$ cat src/rtl/if_id_fetch_stage_pkg.sv
// Shared definitions for the fetch stage: bubble encoding, FSM state codes,
// RV32 register-field positions and the IF/ID and skid payload structs.
package if_pkg;

    localparam logic [31:0] NOP_INSTR = 32'h0000_0013;

    localparam logic [1:0] ST_FETCH = 2'd0;
    localparam logic [1:0] ST_HOLD  = 2'd1;
    localparam logic [1:0] ST_DRAIN = 2'd2;

    localparam int RS1_MSB = 19;
    localparam int RS1_LSB = 15;
    localparam int RS2_MSB = 24;
    localparam int RS2_LSB = 20;

    typedef struct packed {
        logic [31:0] pc;
        logic [31:0] instr;
    } fetch_ent_t;

    typedef struct packed {
        logic [31:0] pc;
        logic [31:0] instr;
        logic        valid;
    } if_id_t;

    function automatic logic [4:0] rs1_of(input logic [31:0] instr);
        return instr[RS1_MSB:RS1_LSB];
    endfunction

    function automatic logic [4:0] rs2_of(input logic [31:0] instr);
        return instr[RS2_MSB:RS2_LSB];
    endfunction

endpackage

$ cat src/rtl/if_id_fetch_stage_if.sv
// Instruction-memory handshake: single outstanding request, address held
// stable while req=1 and ready=0; ready marks rdata valid that cycle.
interface if_id_fetch_stage_if;
    logic        req;
    logic [31:0] addr;
    logic        ready;
    logic [31:0] rdata;

    modport master (output req, addr, input ready, rdata);
    modport slave  (input req, addr, output ready, rdata);
endinterface

$ cat src/rtl/if_id_fetch_stage_skid.sv
// One-entry {pc, instr} holding buffer for a fetch that completes under stall.
// Latency: loaded entry visible the cycle after load; clear beats load/drain.
// Backpressure: none; the owner only loads when empty.
module fetch_skid_buf
    import if_pkg::*;
(
    input  logic       clk_i,
    input  logic       rst_i,
    input  logic       clear_i,
    input  logic       load_i,
    input  logic       drain_i,
    input  fetch_ent_t load_dat_i,
    output logic       full_o,
    output fetch_ent_t dat_o
);

    logic       full_q;
    fetch_ent_t dat_q;

    always_ff @(posedge clk_i) begin
        if (rst_i || clear_i) begin
            full_q <= 1'b0;
            dat_q  <= '0;
        end else if (load_i) begin
            full_q <= 1'b1;
            dat_q  <= load_dat_i;
        end else if (drain_i) begin
            full_q <= 1'b0;
        end
    end

    assign full_o = full_q;
    assign dat_o  = dat_q;

endmodule

$ cat src/rtl/if_id_fetch_stage.sv
// RV32I fetch stage + IF/ID register; optional perf counters via FETCH_PERF_CNT_EN.
// Latency: a fire on edge N is visible on IF_ID_* after edge N.
// Backpressure: stall freezes IF/ID and PC, parking one fetched word in the skid.
module if_id_fetch_stage #(
    parameter logic [31:0] RESET_PC  = 32'h0000_0000,
    parameter logic [31:0] NOP_INSTR = if_pkg::NOP_INSTR
) (
    input  logic                        clk_i,
    input  logic                        rst_i,
    input  logic                        stall_i,
    input  logic                        flush_i,
    input  logic [31:0]                 branch_target_i,
    if_id_fetch_stage_if.master         imem,
    output logic [31:0]                 IF_ID_pc_o,
    output logic [31:0]                 IF_ID_instr_o,
    output logic                        IF_ID_valid_o,
    output logic [4:0]                  IF_IDrs1_o,
    output logic [4:0]                  IF_IDrs2_o
`ifdef FETCH_PERF_CNT_EN
    ,
    output logic [31:0]                 perf_stall_cycles_o,
    output logic [31:0]                 perf_bubble_cycles_o
`endif
);

    import if_pkg::*;

    logic [1:0]  state_q, state_d;
    logic [31:0] pc_q, pc_d;
    logic [31:0] drain_addr_q, drain_addr_d;
    if_id_t      if_id_q, if_id_d;
    if_id_t      bubble;
    logic        fire;

    logic        skid_load, skid_drain, skid_clear, skid_full;
    fetch_ent_t  skid_dat;

    // Request drops combinationally in reset so nothing issues before release.
    assign imem.req  = !rst_i && (state_q != ST_HOLD);
    assign imem.addr = (state_q == ST_DRAIN) ? drain_addr_q : pc_q;
    assign fire      = imem.req && imem.ready;

    assign bubble = '{pc: if_id_q.pc, instr: NOP_INSTR, valid: 1'b0};

    always_comb begin
        state_d      = state_q;
        pc_d         = pc_q;
        drain_addr_d = drain_addr_q;
        if_id_d      = if_id_q;
        skid_load    = 1'b0;
        skid_drain   = 1'b0;
        skid_clear   = 1'b0;
        if (flush_i) begin
            if_id_d    = bubble;
            skid_clear = 1'b1;
            pc_d       = branch_target_i;
            // An unanswered request must finish at its original address.
            if (imem.req && !fire) begin
                state_d      = ST_DRAIN;
                drain_addr_d = imem.addr;
            end else begin
                state_d = ST_FETCH;
            end
        end else begin
            case (state_q)
                ST_FETCH: begin
                    if (fire) begin
                        pc_d = pc_q + 32'd4;
                        if (stall_i) begin
                            skid_load = 1'b1;
                            state_d   = ST_HOLD;
                        end else begin
                            if_id_d = '{pc: pc_q, instr: imem.rdata, valid: 1'b1};
                        end
                    end else if (!stall_i) begin
                        if_id_d = bubble;
                    end
                end
                ST_HOLD: begin
                    if (!stall_i) begin
                        if_id_d    = '{pc: skid_dat.pc, instr: skid_dat.instr, valid: 1'b1};
                        skid_drain = 1'b1;
                        state_d    = ST_FETCH;
                    end
                end
                ST_DRAIN: begin
                    if_id_d = bubble;
                    if (fire) begin
                        state_d = ST_FETCH;
                    end
                end
                default: begin
                    state_d = ST_FETCH;
                end
            endcase
        end
    end

    always_ff @(posedge clk_i) begin
        if (rst_i) begin
            state_q      <= ST_FETCH;
            pc_q         <= RESET_PC;
            drain_addr_q <= RESET_PC;
            if_id_q      <= '{pc: 32'h0, instr: NOP_INSTR, valid: 1'b0};
        end else begin
            state_q      <= state_d;
            pc_q         <= pc_d;
            drain_addr_q <= drain_addr_d;
            if_id_q      <= if_id_d;
        end
    end

    fetch_skid_buf u_skid (
        .clk_i      (clk_i),
        .rst_i      (rst_i),
        .clear_i    (skid_clear),
        .load_i     (skid_load),
        .drain_i    (skid_drain),
        .load_dat_i ('{pc: pc_q, instr: imem.rdata}),
        .full_o     (skid_full),
        .dat_o      (skid_dat)
    );

    assign IF_ID_pc_o    = if_id_q.pc;
    assign IF_ID_instr_o = if_id_q.instr;
    assign IF_ID_valid_o = if_id_q.valid;
    assign IF_IDrs1_o    = rs1_of(if_id_q.instr);
    assign IF_IDrs2_o    = rs2_of(if_id_q.instr);

`ifdef FETCH_PERF_CNT_EN
    logic        bubble_load;
    logic [31:0] stall_cnt_q, bubble_cnt_q;

    assign bubble_load = flush_i || (state_q == ST_DRAIN) ||
                         ((state_q == ST_FETCH) && !fire && !stall_i);

    always_ff @(posedge clk_i) begin
        if (rst_i) begin
            stall_cnt_q  <= 32'h0;
            bubble_cnt_q <= 32'h0;
        end else begin
            if (stall_i && !flush_i && (stall_cnt_q != 32'hFFFF_FFFF)) begin
                stall_cnt_q <= stall_cnt_q + 32'd1;
            end
            if (bubble_load && (bubble_cnt_q != 32'hFFFF_FFFF)) begin
                bubble_cnt_q <= bubble_cnt_q + 32'd1;
            end
        end
    end

    assign perf_stall_cycles_o  = stall_cnt_q;
    assign perf_bubble_cycles_o = bubble_cnt_q;
`endif

endmodule
$ cat src/flat_wrapper.sv
// flat-port wrapper written by rule: the top's interface ports become plain ports
module if_id_fetch_stage_flat import if_pkg::*;
#(
    parameter logic [31:0] RESET_PC  = 32'h0000_0000,
    parameter logic [31:0] NOP_INSTR = if_pkg::NOP_INSTR
)
  (clk_i, rst_i, stall_i, flush_i, branch_target_i, IF_ID_pc_o, IF_ID_instr_o, IF_ID_valid_o, IF_IDrs1_o, IF_IDrs2_o, imem_req, imem_addr, imem_ready, imem_rdata);
  if_id_fetch_stage_if imem_i ();
  input  logic clk_i;
  input  logic rst_i;
  input  logic stall_i;
  input  logic flush_i;
  input  logic [31:0] branch_target_i;
  output logic [31:0] IF_ID_pc_o;
  output logic [31:0] IF_ID_instr_o;
  output logic IF_ID_valid_o;
  output logic [4:0] IF_IDrs1_o;
  output logic [4:0] IF_IDrs2_o;
  output wire logic [$bits(imem_i.req)-1:0] imem_req;
  output wire logic [$bits(imem_i.addr)-1:0] imem_addr;
  input wire logic [$bits(imem_i.ready)-1:0] imem_ready;
  input wire logic [$bits(imem_i.rdata)-1:0] imem_rdata;
  assign imem_req = imem_i.req;
  assign imem_addr = imem_i.addr;
  assign imem_i.ready = imem_ready;
  assign imem_i.rdata = imem_rdata;
  if_id_fetch_stage #(.RESET_PC(RESET_PC), .NOP_INSTR(NOP_INSTR)) u_core (.clk_i(clk_i), .rst_i(rst_i), .stall_i(stall_i), .flush_i(flush_i), .branch_target_i(branch_target_i), .imem(imem_i), .IF_ID_pc_o(IF_ID_pc_o), .IF_ID_instr_o(IF_ID_instr_o), .IF_ID_valid_o(IF_ID_valid_o), .IF_IDrs1_o(IF_IDrs1_o), .IF_IDrs2_o(IF_IDrs2_o));
endmodule
$ cat config.mk
export PLATFORM = sky130hd
export DESIGN_NAME = if_id_fetch_stage_flat
export DESIGN_NICKNAME = d
export VERILOG_FILES = /design/src/rtl/if_id_fetch_stage_pkg.sv /design/src/rtl/if_id_fetch_stage_if.sv /design/src/rtl/if_id_fetch_stage_skid.sv /design/src/rtl/if_id_fetch_stage.sv /design/src/flat_wrapper.sv
export SDC_FILE = /design/constraint.sdc
export NUM_CORES = 1
export LEC_CHECK = 0
export BUFFER_PORTS_ARGS = -buffer_cell sky130_fd_sc_hd__buf_2
export CORE_ASPECT_RATIO = 0.7
export CORE_MARGIN = 8
export CORE_UTILIZATION = 35
export CTS_CLUSTER_DIAMETER = 200
export DETAILED_ROUTE_END_ITERATION = 8
export HOLD_SLACK_MARGIN = 0.08
export PLACE_DENSITY = 0.51
export SLEW_MARGIN = 5
export SYNTH_ARGS = -nofsm -noshare
export SYNTH_HDL_FRONTEND = slang
export SYNTH_SLANG_ARGS = --single-unit
$ cat constraint.sdc
create_clock -name clk_i -period 5.35 [get_ports clk_i]
set_input_delay 1.07 -clock clk_i [delete_from_list [all_inputs] [get_ports clk_i]]
set_output_delay 1.07 -clock clk_i [all_outputs]
set_load 0.01 [all_outputs]
Word-level counts from Yosys, hierarchy flattened
Cells that the tools add are included.
W data, S select, Z words.

word-level totals
  output and inout bits = 108
  logic and storage cells = 59
  flip-flop bits (word level) = 195

cells by class
  reductions and logical operators = 17
  eq/ne operators = 10
  $add $sub $neg = 1
  bitwise gates (word level) = 2
  mux-type cells = 21

operators by type and width
  kind                     number
  $mux W65                 3
  $pmux W65 S3             1
  $mux W32                 4
  $mux W33                 1
  $add A32 B3 Y32 const B  1
  $mux W2                  6
  $ne A3 B2 Y1 const B     2
  $ne A3 B3 Y1 const B     2
  $pmux W2 S3              1
  $reduce_and A6 Y1        1
  $reduce_bool A2 Y1       3
  $mux W1                  5
  $ne A2 B1 Y1 const B     2
  $ne A2 B2 Y1 const B     2
  $reduce_and A2 Y1        2
  $reduce_and A4 Y1        1
  $logic_and A1 B1 Y1      3
  $reduce_and A3 Y1        1
  $reduce_bool A3 Y1       1
  $eq A2 B1 Y1 const B     1
  $eq A2 B2 Y1 const B     1
  $logic_not A1 Y1         2
  $logic_not A2 Y1         1
  $not A1 Y1               2
  other kinds (2)          2

Longest topological paths before layout
  depth after elaboration = 7
  depth in mapped cells = 8

Hierarchy
From an unflattened synthesis, not the netlist that was laid out.

unflattened totals
  cells, all modules = 910
  area, all modules = 8599.5 um^2

modules (own cells, without submodules)
  module             area an instance (um^2)  instances  cells each  sequential area each (um^2)
  if_id_fetch_stage  6281.0                   1          699         2622.5
  fetch_skid_buf     2318.5                   1          211         1301.2

Worst setup path before layout
No wires, ideal clock.

  kind = input port to output port
  start = in rst_i
  end = out imem_req
  arrival time = 2.005 ns
  path buffers = 3
  setup slack = 2.275 ns
  cell stages on the path = 4
  path through = clkbuf_1 -> clkbuf_1 -> clkbuf_1 -> nor2_1

on the way
  cells in the longest elaborated chain, start to end = 2

ends and longest elaborated chain
  what                 line                     RTL
  from (decl)          flat_wrapper.sv:10       input logic rst_i;
  $logic_not A1 Y1     if_id_fetch_stage.sv:39  assign imem.req = !rst_i && (state_q != ST_HOLD);
  $logic_and A1 B1 Y1  if_id_fetch_stage.sv:39
  to (decl)            flat_wrapper.sv:19       output wire logic [$bits(imem_i.req)-1:0] imem_req;

Every way passes these cells.

Worst setup path after layout
  start = reg u_core.state_q[1]
  end = out imem_addr[23]

on the way
  cells in the longest elaborated chain, start to end = 2

ends and longest elaborated chain
  what                    line                      RTL
  from (decl)             if_id_fetch_stage.sv:28   logic [1:0] state_q, state_d;
  from (signal assigned)  if_id_fetch_stage.sv:106  state_q <= state_d;
  $eq A2 B2 Y1            if_id_fetch_stage.sv:40   assign imem.addr = (state_q == ST_DRAIN) ? drain_addr_q : pc_q;
  $mux W32                if_id_fetch_stage.sv:40
  to (decl)               flat_wrapper.sv:20        output wire logic [$bits(imem_i.addr)-1:0] imem_addr;

Every way passes these cells.

==> metrics.yaml <==
floorplan:
  core_sq_um: 23640
  die_boundary_width_um: 201.5
  floorplan.die_area_sq_um: 29390
  die-height_um: 145.9
  floorplan.io_pins: 177
  number_of_standard_cell_rows_in_the_floorplan: 47
  initial_utilization: 0.3566
global_routing:
  gr-usage-met2: 0.2572
  maximum_number_of_pins_on_one_net_before_global_route_repair: 68
  first_global_vias: 7137
  grt_usage: 0.1738
  global_route_wire_length_before_repair_mm: 41.40
  grt_busiest_layer: "met2"
  met3_usage: 0.05093
  globalRouteMet1Util: 0.2428
  grt.overflow.total: 0
  grt_antenna_before_repair: 3
cells_and_area:
  multiInputGateArea_sq_um: 4149
  nNetsFinal: 1174
  most-common-layout-cells: "dfxtp_1 (195), buf_2 (175), nand2_1 (159), nor2_1 (125), a21oi_1 (83)"
  mostFrequentLayoutCell: "dfxtp_1"
  synthToLayoutAreaGrowth_pct: 19.26
  post_route_cells_drive_above_1_share: 0.2426
  regArea_sq_um: 3904
  layout.filler_cells: 2465
  final_core_util: 0.4253
yosys:
  postSynth.asyncResetShare: 0
  synth_top_family_by_area: "compound AO/OA/AOI/OAI gates"
  syn_avg_cell_area_sq_um: 8.542
  synth_compound_area_frac: 0.1895
  synth_xor_area_frac: 0.02493
  synth_edf_count: 0
  synth_simple_gate_area_share: 0.1805
  synth_cells: 987
  synth-adder-area-share: 0.005936
  synth-main-ff-cell: "dfxtp_1"
  yosysSeqAreaShare: 0.4630
  yosys.cell_types.count: 43
  synth.net_count: 1060
  ys_ff_latch: 195
  yosysWarnings: 0
  synth_mux_area_frac: 0.08400
  post_synth_instance_area_sq_um: 8431
hold_path:
  worstHoldPathType: "reg -> reg"
detailed_routing:
  drt_iter0_markers: 417
  antenna_left: 0
  route.final.wire_length_mm: 26.03
  drtPass1Iterations: 5
  vias: 7338
  drcViolationCount: 0
  drt-wirelength-per-cell_um: 18.17
  detail_route.vias_per_cell: 5.121
pwr:
  power_per_cell_area_nw_per_um2: 315.0
  report.power.total_mw: 3.167
  vdd_ir_drop_max_uv: 215.8
  power.static_leakage_nw: 3.727
run:
  max_cap_viol_count: 0
critical_path:
  timing.setup.critical_path_class: "reg -> out"
  crit_chain: "ha_2, mux2_2, buf_2"
  critPathCaptureType: "primary output"
  worst-endpoint-arrival_ns: 2.48
  crit_required_ns: 4.28
  sum_of_buffers_and_inverters_on_the_critical_path: 1
  critPathMaxFanout: 39
  cpPeakStageDelay_ns: 0.97
  cp_slowest_cell: "ha_2"
  setup.worst_path.start_class: "flip-flop"
  critical_path.top_delay_family: "adder cells"
clock_tree:
  worstSkewPairLatency_ns: 0.44
  tritoncts: "done"
  root_buffer: "clkbuf_16"
  cts.sinks: 195
  cts-buffers-inserted: 17
  cts.path.max_buffers: 2
  ctsResizeCount: 0
  ctsHoldBuffers: 0
  clk_pin_slew_ns: 0.07
  ctsHtreeMaxLevel: 4
  post_cts_buffers: 0
placed_design:
  globalplace.congestion: 0.7523
  placement_setup_slack_ns: 1.683
  port_buffers: 176
  detailedPlacementHpwl_mm: 17.45
timing:
  final.min_clock_period_ns: 3.551
  timing_max_transition_violations_final: 0
  clock.fmax_mhz: 281.6
  clock-skew-final_ns: 0.01224
  max_slew_margin: 0.2674
  timing_worst_slew_pin_value_ns: 1.099
  setup-violations-final: 0
  final_hold_viol_count: 0
  finalCritPeriodShare: 0.6637
  rsz0062_at_grt: "false"
  final_critical_path_setup_slack_ns: 1.799
  final.setup.tns_ns: 0
run_status:
  run_status: "completed"
-- report_power, final --
part | switching [mW] | internal, mW | leakage (nW)
Clock | 0.594 | 0.716 | 0.285
Combinational | 0.197 | 0.123 | 1.86
Sequential | 0.0454 | 1.49 | 1.58
-- cells by family (layout without fill, tap and decap cells) --
logic type / count (synthesis) / in the layout
xor+xnor: 24 / 24
fa+ha+maj: 4 / 4
flops: 195 / 195
buf+inv: 103 / 229
mux: 67 / 67
simple gates: 349 / 349
compound gates: 245 / 245
other cells: 0 / 2
-- per-layer routing --
metal	wire, um	share of wire	vias up
li1	-	-	3698
met1	12930	0.50	3456
met2	11200	0.43	160
met3	1564	0.060	20
met4	314	0.012	4
met5	22	0.00085	-
-- state kept, by name, indices dropped and copies added (netlist names) --
register              cells
u_core.drain_addr_q      32
u_core.IF_ID_instr_o     32
u_core.state_q            2
u_core.IF_ID_pc_o        32
u_core.pc_q              32
u_core.IF_ID_valid_o      1
u_core.u_skid.dat_o      64
-- cell usage after synthesis, drive strengths merged (2+ instances only) --
library cell  count  area [sq um]
a211oi           71         538.0
a21oi            83         415.4
a22oi            61         457.9
a311oi            3         26.28
and3              9         56.30
and4              2         17.52
buf              27         153.9
clkbuf           67         251.5
dfxtp           195          3904
ha                4         50.05
inv               9         33.78
mux2             30         337.8
mux2i            37         370.4
nand2           160         600.6
nand2b            2         12.51
nand3            13         65.06
nand4            13         87.58
nor2            125         469.2
nor3              9         70.07
nor4              6         62.56
o21ai            16         80.07
o22ai             6         37.54
o31ai             2         15.01
or3               3         18.77
or4               2         15.01
xnor2            12         105.1
xor2             12         105.1
-- through the flow --
step / cells / hold slack, ns / instance area, sq um
final: 1433 / 0.4534 / 10050
after global routing: 1432 / 0.4716 / 10050
after CTS: 1431 / 0.4559 / 10050
after detailed placement: 1400 / 0.4462 / 9465
after global placement: 1400 / 0.4409 / 9465
after floorplan: 987 / 0.4360 / 8431
-- path summary, 6_finish.rpt --
| path | from | to | slack, ns | cells past startpoint |
|---|---|---|---|---|
| worst max-delay path | u_core.state_q[1]$_SDFFE_PP0P_ | imem_addr[23] | 1.80 | 3 |
| worst min-delay path | u_core.u_skid.dat_o[30]$_SDFFE_PP0P_ | u_core.u_skid.dat_o[30]$_SDFFE_PP0P_ | 0.45 | 2 |
| worst max register to register | u_core.state_q[1]$_SDFFE_PP0P_ | u_core.pc_q[16]$_SDFFE_PP0P_ | 2.20 | 6 |
| worst min register to register | u_core.u_skid.dat_o[30]$_SDFFE_PP0P_ | u_core.u_skid.dat_o[30]$_SDFFE_PP0P_ | 0.45 | 2 |
-- cell type report --
type,instances,area share
inverter,9,0.003360
antenna,2,0.0004978
clock inverter,11,0.01269
tap,318,0.03957
sequential,195,0.3883
clock buffer,20,0.04542
timing repair buffer,189,0.09756
multi-input combinational,689,0.4126
-- worst min-delay path, stage by stage (launching register included) --
cell	delay, ns
dfxtp_1	0.31
nand2_1	0.05
a21oi_1	0.05
Note: power is estimated with default switching activity, not from simulation.
